**src/rtl/mdu_sequencer_pkg.sv**
```systemverilog
// ---------------------------------------------------------------------------
// mdu_pkg : shared types and constants for the multiply/divide sequencer.
//   mdu_op_t    : operation code as presented on Op.
//   mdu_state_t : sequencer FSM state encoding.
//   ALU_ADD/SUB : ALUControl codes understood by the execute-stage ALU.
//   op_is_div   : true for the divide class (DIVU/REMU).
// ---------------------------------------------------------------------------
package mdu_pkg;

  typedef enum logic [1:0] {
    MUL   = 2'b00,
    MULHU = 2'b01,
    DIVU  = 2'b10,
    REMU  = 2'b11
  } mdu_op_t;

  typedef enum logic [1:0] {
    IDLE = 2'b00,
    RUN  = 2'b01,
    DONE = 2'b10
  } mdu_state_t;

  localparam logic [2:0] ALU_ADD = 3'b000;
  localparam logic [2:0] ALU_SUB = 3'b001;

  // Op[1] separates the multiply class from the divide class.
  function automatic logic op_is_div(input logic [1:0] op);
    return op[1];
  endfunction

endpackage

```
**src/rtl/mdu_sequencer_if.sv**
```systemverilog
// ---------------------------------------------------------------------------
// mdu_sequencer_if : request/result and shared-ALU signals between the
// execute stage (master) and the multiply/divide sequencer (slave).
//   Start/Op/OpA/OpB/Flush : request side, driven by execute.
//   Busy/Done/Result       : status and result, driven by the sequencer.
//   ALUReq/ALUControl/ALUSrcA/ALUSrcB : sequencer's claim on the shared ALU.
//   ALUResult              : combinational ALU output returned by execute.
// ---------------------------------------------------------------------------
interface mdu_sequencer_if #(
  parameter int DATA_WIDTH    = 32,
  parameter int CONTROL_WIDTH = 3
);
  logic                     Start;
  logic [1:0]               Op;
  logic [DATA_WIDTH-1:0]    OpA;
  logic [DATA_WIDTH-1:0]    OpB;
  logic                     Flush;
  logic                     Busy;
  logic                     Done;
  logic [DATA_WIDTH-1:0]    Result;
  logic                     ALUReq;
  logic [CONTROL_WIDTH-1:0] ALUControl;
  logic [DATA_WIDTH-1:0]    ALUSrcA;
  logic [DATA_WIDTH-1:0]    ALUSrcB;
  logic [DATA_WIDTH-1:0]    ALUResult;

  modport master (
    output Start, Op, OpA, OpB, Flush, ALUResult,
    input  Busy, Done, Result, ALUReq, ALUControl, ALUSrcA, ALUSrcB
  );

  modport slave (
    input  Start, Op, OpA, OpB, Flush, ALUResult,
    output Busy, Done, Result, ALUReq, ALUControl, ALUSrcA, ALUSrcB
  );
endinterface

```
**src/rtl/mdu_step.sv**
```systemverilog
// ---------------------------------------------------------------------------
// mdu_step : one combinational iteration of shift-add multiply or restoring
// divide, using the shared ALU for the add/subtract.
//   is_div     : 1 = divide class, 0 = multiply class.
//   hi / lo    : {Hi,Lo} product for multiply, {R,Q} for divide.
//   opnd       : multiplicand A (multiply) or divisor B (divide).
//   alu_result : ALU output for the operands presented on alu_src_a/b.
//   hi_next / lo_next     : register values after this iteration.
//   alu_src_a / alu_src_b : operands to present to the ALU.
// ---------------------------------------------------------------------------
module mdu_step #(
  parameter int DATA_WIDTH = 32
) (
  input  logic                  is_div,
  input  logic [DATA_WIDTH-1:0] hi,
  input  logic [DATA_WIDTH-1:0] lo,
  input  logic [DATA_WIDTH-1:0] opnd,
  input  logic [DATA_WIDTH-1:0] alu_result,
  output logic [DATA_WIDTH-1:0] hi_next,
  output logic [DATA_WIDTH-1:0] lo_next,
  output logic [DATA_WIDTH-1:0] alu_src_a,
  output logic [DATA_WIDTH-1:0] alu_src_b
);

  logic [DATA_WIDTH:0] rs;
  logic                carry;
  logic                ge;

  always_comb begin
    // Shifted partial remainder; bit DATA_WIDTH means it already exceeds B.
    rs        = {hi, lo[DATA_WIDTH-1]};
    // The ALU has no carry out, so recover it from unsigned wrap-around.
    carry     = (alu_result < hi);
    ge        = rs[DATA_WIDTH] | (rs[DATA_WIDTH-1:0] >= opnd);
    hi_next   = hi;
    lo_next   = lo;
    alu_src_a = hi;
    alu_src_b = opnd;
    if (is_div) begin
      alu_src_a = rs[DATA_WIDTH-1:0];
      if (ge) begin
        // Difference is exact modulo 2^N even when rs overflowed N bits.
        hi_next = alu_result;
        lo_next = {lo[DATA_WIDTH-2:0], 1'b1};
      end else begin
        hi_next = rs[DATA_WIDTH-1:0];
        lo_next = {lo[DATA_WIDTH-2:0], 1'b0};
      end
    end else if (lo[0]) begin
      hi_next = {carry, alu_result[DATA_WIDTH-1:1]};
      lo_next = {alu_result[0], lo[DATA_WIDTH-1:1]};
    end else begin
      hi_next = {1'b0, hi[DATA_WIDTH-1:1]};
      lo_next = {hi[0], lo[DATA_WIDTH-1:1]};
    end
  end

endmodule

```
**src/rtl/mdu_sequencer.sv**
```systemverilog
// ---------------------------------------------------------------------------
// mdu_sequencer : multi-cycle unsigned MUL/MULHU/DIVU/REMU controller that
// borrows the execute-stage ALU for one add/subtract per cycle, DATA_WIDTH
// iterations per operation, and raises Busy as a pipeline stall.
//   clk, rst_n : clock and asynchronous active-low reset.
//   bus        : mdu_sequencer_if slave port (request, status, result and
//                shared-ALU signals).
// Optional build macro MDU_ZERO_SKIP_EN: multiplies with a zero operand
// finish immediately (IDLE -> DONE) with Result = 0.
// ---------------------------------------------------------------------------
module mdu_sequencer #(
  parameter int DATA_WIDTH    = 32,
  parameter int CONTROL_WIDTH = 3
) (
  input  logic           clk,
  input  logic           rst_n,
  mdu_sequencer_if.slave bus
);
  import mdu_pkg::*;

  localparam int CW = $clog2(DATA_WIDTH);
  localparam logic [CW-1:0] LAST_ITER = CW'(DATA_WIDTH - 1);

  mdu_state_t            state_reg, state_next;
  logic [CW-1:0]         count_reg, count_next;
  logic [1:0]            op_reg, op_next;
  logic [DATA_WIDTH-1:0] hi_reg, hi_next;
  logic [DATA_WIDTH-1:0] lo_reg, lo_next;
  logic [DATA_WIDTH-1:0] opnd_reg, opnd_next;
  logic [DATA_WIDTH-1:0] result_reg, result_next;

  logic [DATA_WIDTH-1:0] step_hi, step_lo, step_a, step_b;
  logic                  running;

  mdu_step #(.DATA_WIDTH(DATA_WIDTH)) u_step (
    .is_div     (op_is_div(op_reg)),
    .hi         (hi_reg),
    .lo         (lo_reg),
    .opnd       (opnd_reg),
    .alu_result (bus.ALUResult),
    .hi_next    (step_hi),
    .lo_next    (step_lo),
    .alu_src_a  (step_a),
    .alu_src_b  (step_b)
  );

  always_comb begin
    state_next  = state_reg;
    count_next  = count_reg;
    op_next     = op_reg;
    hi_next     = hi_reg;
    lo_next     = lo_reg;
    opnd_next   = opnd_reg;
    result_next = result_reg;
    case (state_reg)
      IDLE: begin
        // Flush in IDLE swallows a simultaneous Start.
        if (bus.Start && !bus.Flush) begin
          op_next    = bus.Op;
          count_next = '0;
          hi_next    = '0;
          if (op_is_div(bus.Op) && (bus.OpB == '0)) begin
            // Divide by zero: DIVU -> all ones, REMU -> dividend.
            state_next  = DONE;
            result_next = bus.Op[0] ? bus.OpA : '1;
`ifdef MDU_ZERO_SKIP_EN
          end else if (!op_is_div(bus.Op) &&
                       ((bus.OpA == '0) || (bus.OpB == '0))) begin
            state_next  = DONE;
            result_next = '0;
`endif
          end else begin
            state_next = RUN;
            // Multiply shifts the multiplier through Lo; divide shifts the
            // dividend through Q. The other operand stays put.
            lo_next    = op_is_div(bus.Op) ? bus.OpA : bus.OpB;
            opnd_next  = op_is_div(bus.Op) ? bus.OpB : bus.OpA;
          end
        end
      end
      RUN: begin
        if (bus.Flush) begin
          state_next = IDLE;
        end else begin
          hi_next    = step_hi;
          lo_next    = step_lo;
          count_next = count_reg + 1'b1;
          if (count_reg == LAST_ITER) begin
            state_next  = DONE;
            // MULHU/REMU take the upper register, MUL/DIVU the lower.
            result_next = op_reg[0] ? step_hi : step_lo;
          end
        end
      end
      DONE:    state_next = IDLE;
      default: state_next = IDLE;
    endcase
  end

  always_ff @(posedge clk or negedge rst_n) begin
    if (!rst_n) begin
      state_reg  <= IDLE;
      count_reg  <= '0;
      op_reg     <= '0;
      hi_reg     <= '0;
      lo_reg     <= '0;
      opnd_reg   <= '0;
      result_reg <= '0;
    end else begin
      state_reg  <= state_next;
      count_reg  <= count_next;
      op_reg     <= op_next;
      hi_reg     <= hi_next;
      lo_reg     <= lo_next;
      opnd_reg   <= opnd_next;
      result_reg <= result_next;
    end
  end

  assign running        = (state_reg == RUN);
  assign bus.Busy       = (state_reg != IDLE);
  assign bus.Done       = (state_reg == DONE);
  assign bus.Result     = result_reg;
  assign bus.ALUReq     = running;
  assign bus.ALUControl = (running && op_is_div(op_reg)) ?
                          CONTROL_WIDTH'(ALU_SUB) : CONTROL_WIDTH'(ALU_ADD);
  assign bus.ALUSrcA    = running ? step_a : '0;
  assign bus.ALUSrcB    = running ? step_b : '0;

endmodule

```
**src/flat_wrapper.sv**
```systemverilog
// flat-port wrapper written by rule: the top's interface ports become plain ports
module mdu_sequencer_flat import mdu_pkg::*;
#(
  parameter int DATA_WIDTH    = 32,
  parameter int CONTROL_WIDTH = 3
)
  (clk, rst_n, bus_Start, bus_Op, bus_OpA, bus_OpB, bus_Flush, bus_ALUResult, bus_Busy, bus_Done, bus_Result, bus_ALUReq, bus_ALUControl, bus_ALUSrcA, bus_ALUSrcB);
  mdu_sequencer_if #(.DATA_WIDTH(DATA_WIDTH), .CONTROL_WIDTH(CONTROL_WIDTH)) bus_i ();
  input  logic clk;
  input  logic rst_n;
  input wire logic [$bits(bus_i.Start)-1:0] bus_Start;
  input wire logic [$bits(bus_i.Op)-1:0] bus_Op;
  input wire logic [$bits(bus_i.OpA)-1:0] bus_OpA;
  input wire logic [$bits(bus_i.OpB)-1:0] bus_OpB;
  input wire logic [$bits(bus_i.Flush)-1:0] bus_Flush;
  input wire logic [$bits(bus_i.ALUResult)-1:0] bus_ALUResult;
  output wire logic [$bits(bus_i.Busy)-1:0] bus_Busy;
  output wire logic [$bits(bus_i.Done)-1:0] bus_Done;
  output wire logic [$bits(bus_i.Result)-1:0] bus_Result;
  output wire logic [$bits(bus_i.ALUReq)-1:0] bus_ALUReq;
  output wire logic [$bits(bus_i.ALUControl)-1:0] bus_ALUControl;
  output wire logic [$bits(bus_i.ALUSrcA)-1:0] bus_ALUSrcA;
  output wire logic [$bits(bus_i.ALUSrcB)-1:0] bus_ALUSrcB;
  assign bus_i.Start = bus_Start;
  assign bus_i.Op = bus_Op;
  assign bus_i.OpA = bus_OpA;
  assign bus_i.OpB = bus_OpB;
  assign bus_i.Flush = bus_Flush;
  assign bus_i.ALUResult = bus_ALUResult;
  assign bus_Busy = bus_i.Busy;
  assign bus_Done = bus_i.Done;
  assign bus_Result = bus_i.Result;
  assign bus_ALUReq = bus_i.ALUReq;
  assign bus_ALUControl = bus_i.ALUControl;
  assign bus_ALUSrcA = bus_i.ALUSrcA;
  assign bus_ALUSrcB = bus_i.ALUSrcB;
  mdu_sequencer #(.DATA_WIDTH(DATA_WIDTH), .CONTROL_WIDTH(CONTROL_WIDTH)) u_core (.clk(clk), .rst_n(rst_n), .bus(bus_i));
endmodule
```
**config.mk**
```make
export PLATFORM = sky130hd
export DESIGN_NAME = mdu_sequencer_flat
export DESIGN_NICKNAME = d
export VERILOG_FILES = /design/src/rtl/mdu_sequencer_pkg.sv /design/src/rtl/mdu_sequencer_if.sv /design/src/rtl/mdu_step.sv /design/src/rtl/mdu_sequencer.sv /design/src/flat_wrapper.sv
export SDC_FILE = /design/constraint.sdc
export NUM_CORES = 1
export LEC_CHECK = 0
export CAP_MARGIN = 15
export CORE_UTILIZATION = 53
export DETAILED_ROUTE_END_ITERATION = 8
export PLACE_DENSITY = 0.82
export REMOVE_ABC_BUFFERS = 1
export SYNTH_ARGS = -nofsm -noshare
export SYNTH_HDL_FRONTEND = slang
export SYNTH_SLANG_ARGS = --single-unit
```
**constraint.sdc**
```tcl
create_clock -name clk -period 2.62 [get_ports clk]
set_clock_uncertainty 0.1 [all_clocks]
set_input_delay 0.393 -clock clk [delete_from_list [all_inputs] [get_ports clk]]
set_output_delay 0.393 -clock clk [all_outputs]
set_load 0.005 [all_outputs]
```
==> metrics.md <==
| Metric | Value |
|---|---|
| Status | `complete, but fails checks` |
| Failing checks | `negative setup slack` |
| Clk pwr share | `0.177` |
| Combinational power share | `0.575` |
| Post-synth EDFFs | `0` |
| Fin area | `15400 um2` |
| Data required time of the worst path | `2820 ps` |
| Clock Latency Late Sink | `450 ps` |
| RSZ-0062 raised after global routing | `yes` |
| Initial antenna violation count | `0` |
| Max incr delay on CP | `360 ps` |
| # setup viols final | `65` |
| CP Capture Type | `flop` |
| Post-Syn Area | `10400 um2` |
| CTS tree | `done` |
| Top cells by area, synth | `dfrtp_1 (33%), mux2i_1 (14%), ha_1 (7.8%), nor2_1 (6.2%), a21oi_1 (5.3%)` |
| Most used DFF post-synth | `dfrtp_1` |
| Std-Cell Rows | `50` |
| Grt ovf | `0` |
| Seq pwr share | `0.249` |
| Leading area contributor after synthesis | `dfrtp_1` |
| Pwr Total | `14.9 mW` |
| Port Buffers | `201` |
| R2R Path End | `u_core.hi_reg[1]$_DFFE_PN0P_` |
| Sw Pwr | `6.14 mW` |
| Setup TNS | `-14210 ps` |
| Vias per cell | `6.59` |
| Sink Count | `137` |
| Pwr/cell area | `971 nW/um2` |
| Worst Reg-to-Reg Cells | `12` |
| Distinct cells, synth | `71` |
| Final hold vios | `0` |
| Antenna cells | `0` |
| Switch share | `0.411` |
| TritonRoute pass-1 iters | `8` |
| WL/cell | `23.6 um` |
| Asr flop ratio synth | `1.00` |
| WP depth | `12` |
| Final net count | `1688` |
| Critical path class | `flop to flop` |
| 1st-iter DRT viols | `1403` |
| Dpl cell area | `13800 um2` |
| Crit-path slowest cell | `dfrtp_1` |
| Fmax | `0.343 GHz` |
| Full die area | `20200 um2` |
| Vias in the first global route | `11360` |
| Internal power | `8.79 mW` |
| Post-synth top cells | `nor2_1 (171), mux2i_1 (143), dfrtp_1 (137), a21oi_1 (110), o21ai_0 (92)` |
| Num ports | `204` |
| Fin. max-slew vios | `0` |
| Buf+Inv Stages, Crit Path | `4` |
| Die Span X | `142 um` |
| Post-layout util | `0.811` |
| Leak | `6.67 nW` |
| Reg clk slew, reported paths | `60 ps` |
| Crit path max fanout | `4` |
| Post-synthesis cell count | `1213` |
| Final ANT Viol Nets | `0` |
| Top-count cell post-synth | `nor2_1` |
| Vias | `11820` |
| Dpl cells | `1748` |
| Flops & latches, synth | `137` |
| Clock Root Buffer | `clkbuf_16` |
| Max cap viols | `0` |
| WL final | `42.4 mm` |
| Type of origin of the critical path | `flop` |
| Worst-Margin Slew | `902 ps` |
| GR Util All Layers | `0.400` |
| Longest Clk Path Bufs | `2` |
| Hold WC Path Type | `primary input to async pin` |
| Pre-CTS setup slack | `-401 ps` |
| Share of post-route cells with drive strength above 1 | `0.225` |
| Max-slew headroom | `0.399` |
| Fin crit share | `1.11` |
| Crit-path cells | `inv_2 -> ha_1 -> a21o_1 -> a21o_1 -> a221oi_2 -> buf_4 -> a31oi_4 -> nor2_4 -> buf_12 -> clkbuf_16 -> mux2i_2 -> o221ai_1` |
| FF-to-FF Start | `u_core.opnd_reg[13]$_DFFE_PN0P_` |
| Worst hold margin | `370 ps` |
| Final weighted congestion in routability-driven placement | `0.949` |
| Cts bufs inserted | `17` |
| Post-synthesis sequential area ratio | `0.329` |
| First-pass GRT wire length | `61.4 mm` |
| Critical path's most frequent cell | `a21o_1` |
| Die Y | `142 um` |
| Delay-heaviest family, CP | `compound AO/OA/AOI/OAI gates` |
| Synth warn | `0` |
| Largest net degree at the start of global routing | `66` |
| Maximum VDD drop | `0.658 mV` |
| R2R Setup Slk | `-290 ps` |
| WP data arrival | `3120 ps` |
| Starting density of the core | `0.549` |
| Post-DP HPWL | `26.3 mm` |
| Area growth, synth to finish | `47.7%` |
| Fin cells | `1794` |
| Minimum clock period | `2910 ps` |
| Post-route setup slack | `-292 ps` |
| Residual DRC count | `0` |
| Share of Yosys cell area claimed by the top area cell type | `0.329` |
| Syn Area/Cell | `8.58 um2` |
| Core area | `19000 um2` |
| H-tree depth | `4` |
per-layer routing:
metal,up-vias,part of all wire,track usage
li1,4994,-,-
met1,5606,0.37,0.502
met2,979,0.46,0.640
met3,241,0.11,0.0851
met4,0,0.064,0.228
met5,-,0,0
what timing repair did:
item | in CTS | in global routing
cloned | 3 | 2
endpoints found under the hold margin | 46 | 0
hold buffers | 1 | 0
gates resized for setup | 85 | 47
pin swaps | 29 | 23
setup buffers | 7 | 1
endpoints found under the setup margin | 72 | 73
power groups by stage:
stage / Clock [mW] / Sequential [mW] / Combinational [mW]
6_report: 2.64 / 3.72 / 8.58
5_1_grt: 2.71 / 3.76 / 9.03
4_1_cts: 2.61 / 3.62 / 7.66
3_5_place_dp: 0 / 3.61 / 6.63
3_3_place_gp: 0 / 3.58 / 6.45
2_1_floorplan: 0 / 3.68 / 3.35
placed cells by master, fill, tap and decap left out, drive strengths merged, types with 3 or more instances in the layout:
cell type      count
clkdlybuf4s50    199
nor2             173
buf              172
mux2i            143
dfrtp            137
a21oi            112
o21ai             95
nand2             88
inv               68
ha                65
mux2              30
o211ai            30
o221ai            30
clkbuf            22
nand3             21
nand4             13
a22oi             13
nand3b            13
o31a              13
a21o              10
nor4               8
a221oi             7
nor3               7
clkinvlp           5
o22ai              5
nand2b             5
nor2b              4
or3                4
bufinv             4
and3               3
clkinv             3
a211oi             3
a31oi              3
area by class of cell:
class / instances / area [um2]
multi-input combinational: 922 / 7050
timing repair buffer: 375 / 3680
fill: 1096 / 3580
sequential: 137 / 3430
clock buffer: 20 / 457
tap: 260 / 325
inverter: 68 / 255
clock inverter: 12 / 173
how the worst max path moves through the flow:
stage | from | to | slack, ps
4_1_cts | u_core.opnd_reg[6]$_DFFE_PN0P_ | u_core.hi_reg[7]$_DFFE_PN0P_ | -140
2_1_floorplan | u_core.state_reg[1]$_DFFE_PN0P_ | u_core.bus.Result[14]$_DFFE_PN0P_ | -2490
6_report | u_core.opnd_reg[13]$_DFFE_PN0P_ | u_core.hi_reg[1]$_DFFE_PN0P_ | -290
3_5_place_dp | bus_ALUResult[12] | u_core.hi_reg[31]$_DFFE_PN0P_ | -400
3_3_place_gp | u_core.opnd_reg[6]$_DFFE_PN0P_ | u_core.hi_reg[20]$_DFFE_PN0P_ | -290
5_1_grt | u_core.opnd_reg[6]$_DFFE_PN0P_ | u_core.hi_reg[13]$_DFFE_PN0P_ | -310
kinds of logic (layout without fill, tap and decap cells):
family                     count (synthesis)  after routing  synth area share
DFF                                      137            137             0.329
other                                      1              2          0.000360
adders and majority gates                 65             65            0.0782
and+or+nand+nor                          345            345             0.150
AOI/OAI and AO/OA                        335            335             0.205
xor gates and xnor gates                   2              2           0.00168
muxes                                    173            173             0.170
buffers and inverters                    155            475            0.0656
worst reg2reg max path, stage by stage, from the launching register on:
cell and delay [ps]:
dfrtp_1 360, inv_2 60, ha_1 320, a21o_1 220, a21o_1 210, a221oi_2 320, buf_4 190, a31oi_4 100
nor2_4 150, buf_12 160, clkbuf_16 180, mux2i_2 270, o221ai_1 140
No activity file was read; power rests on OpenSTA's default activity.
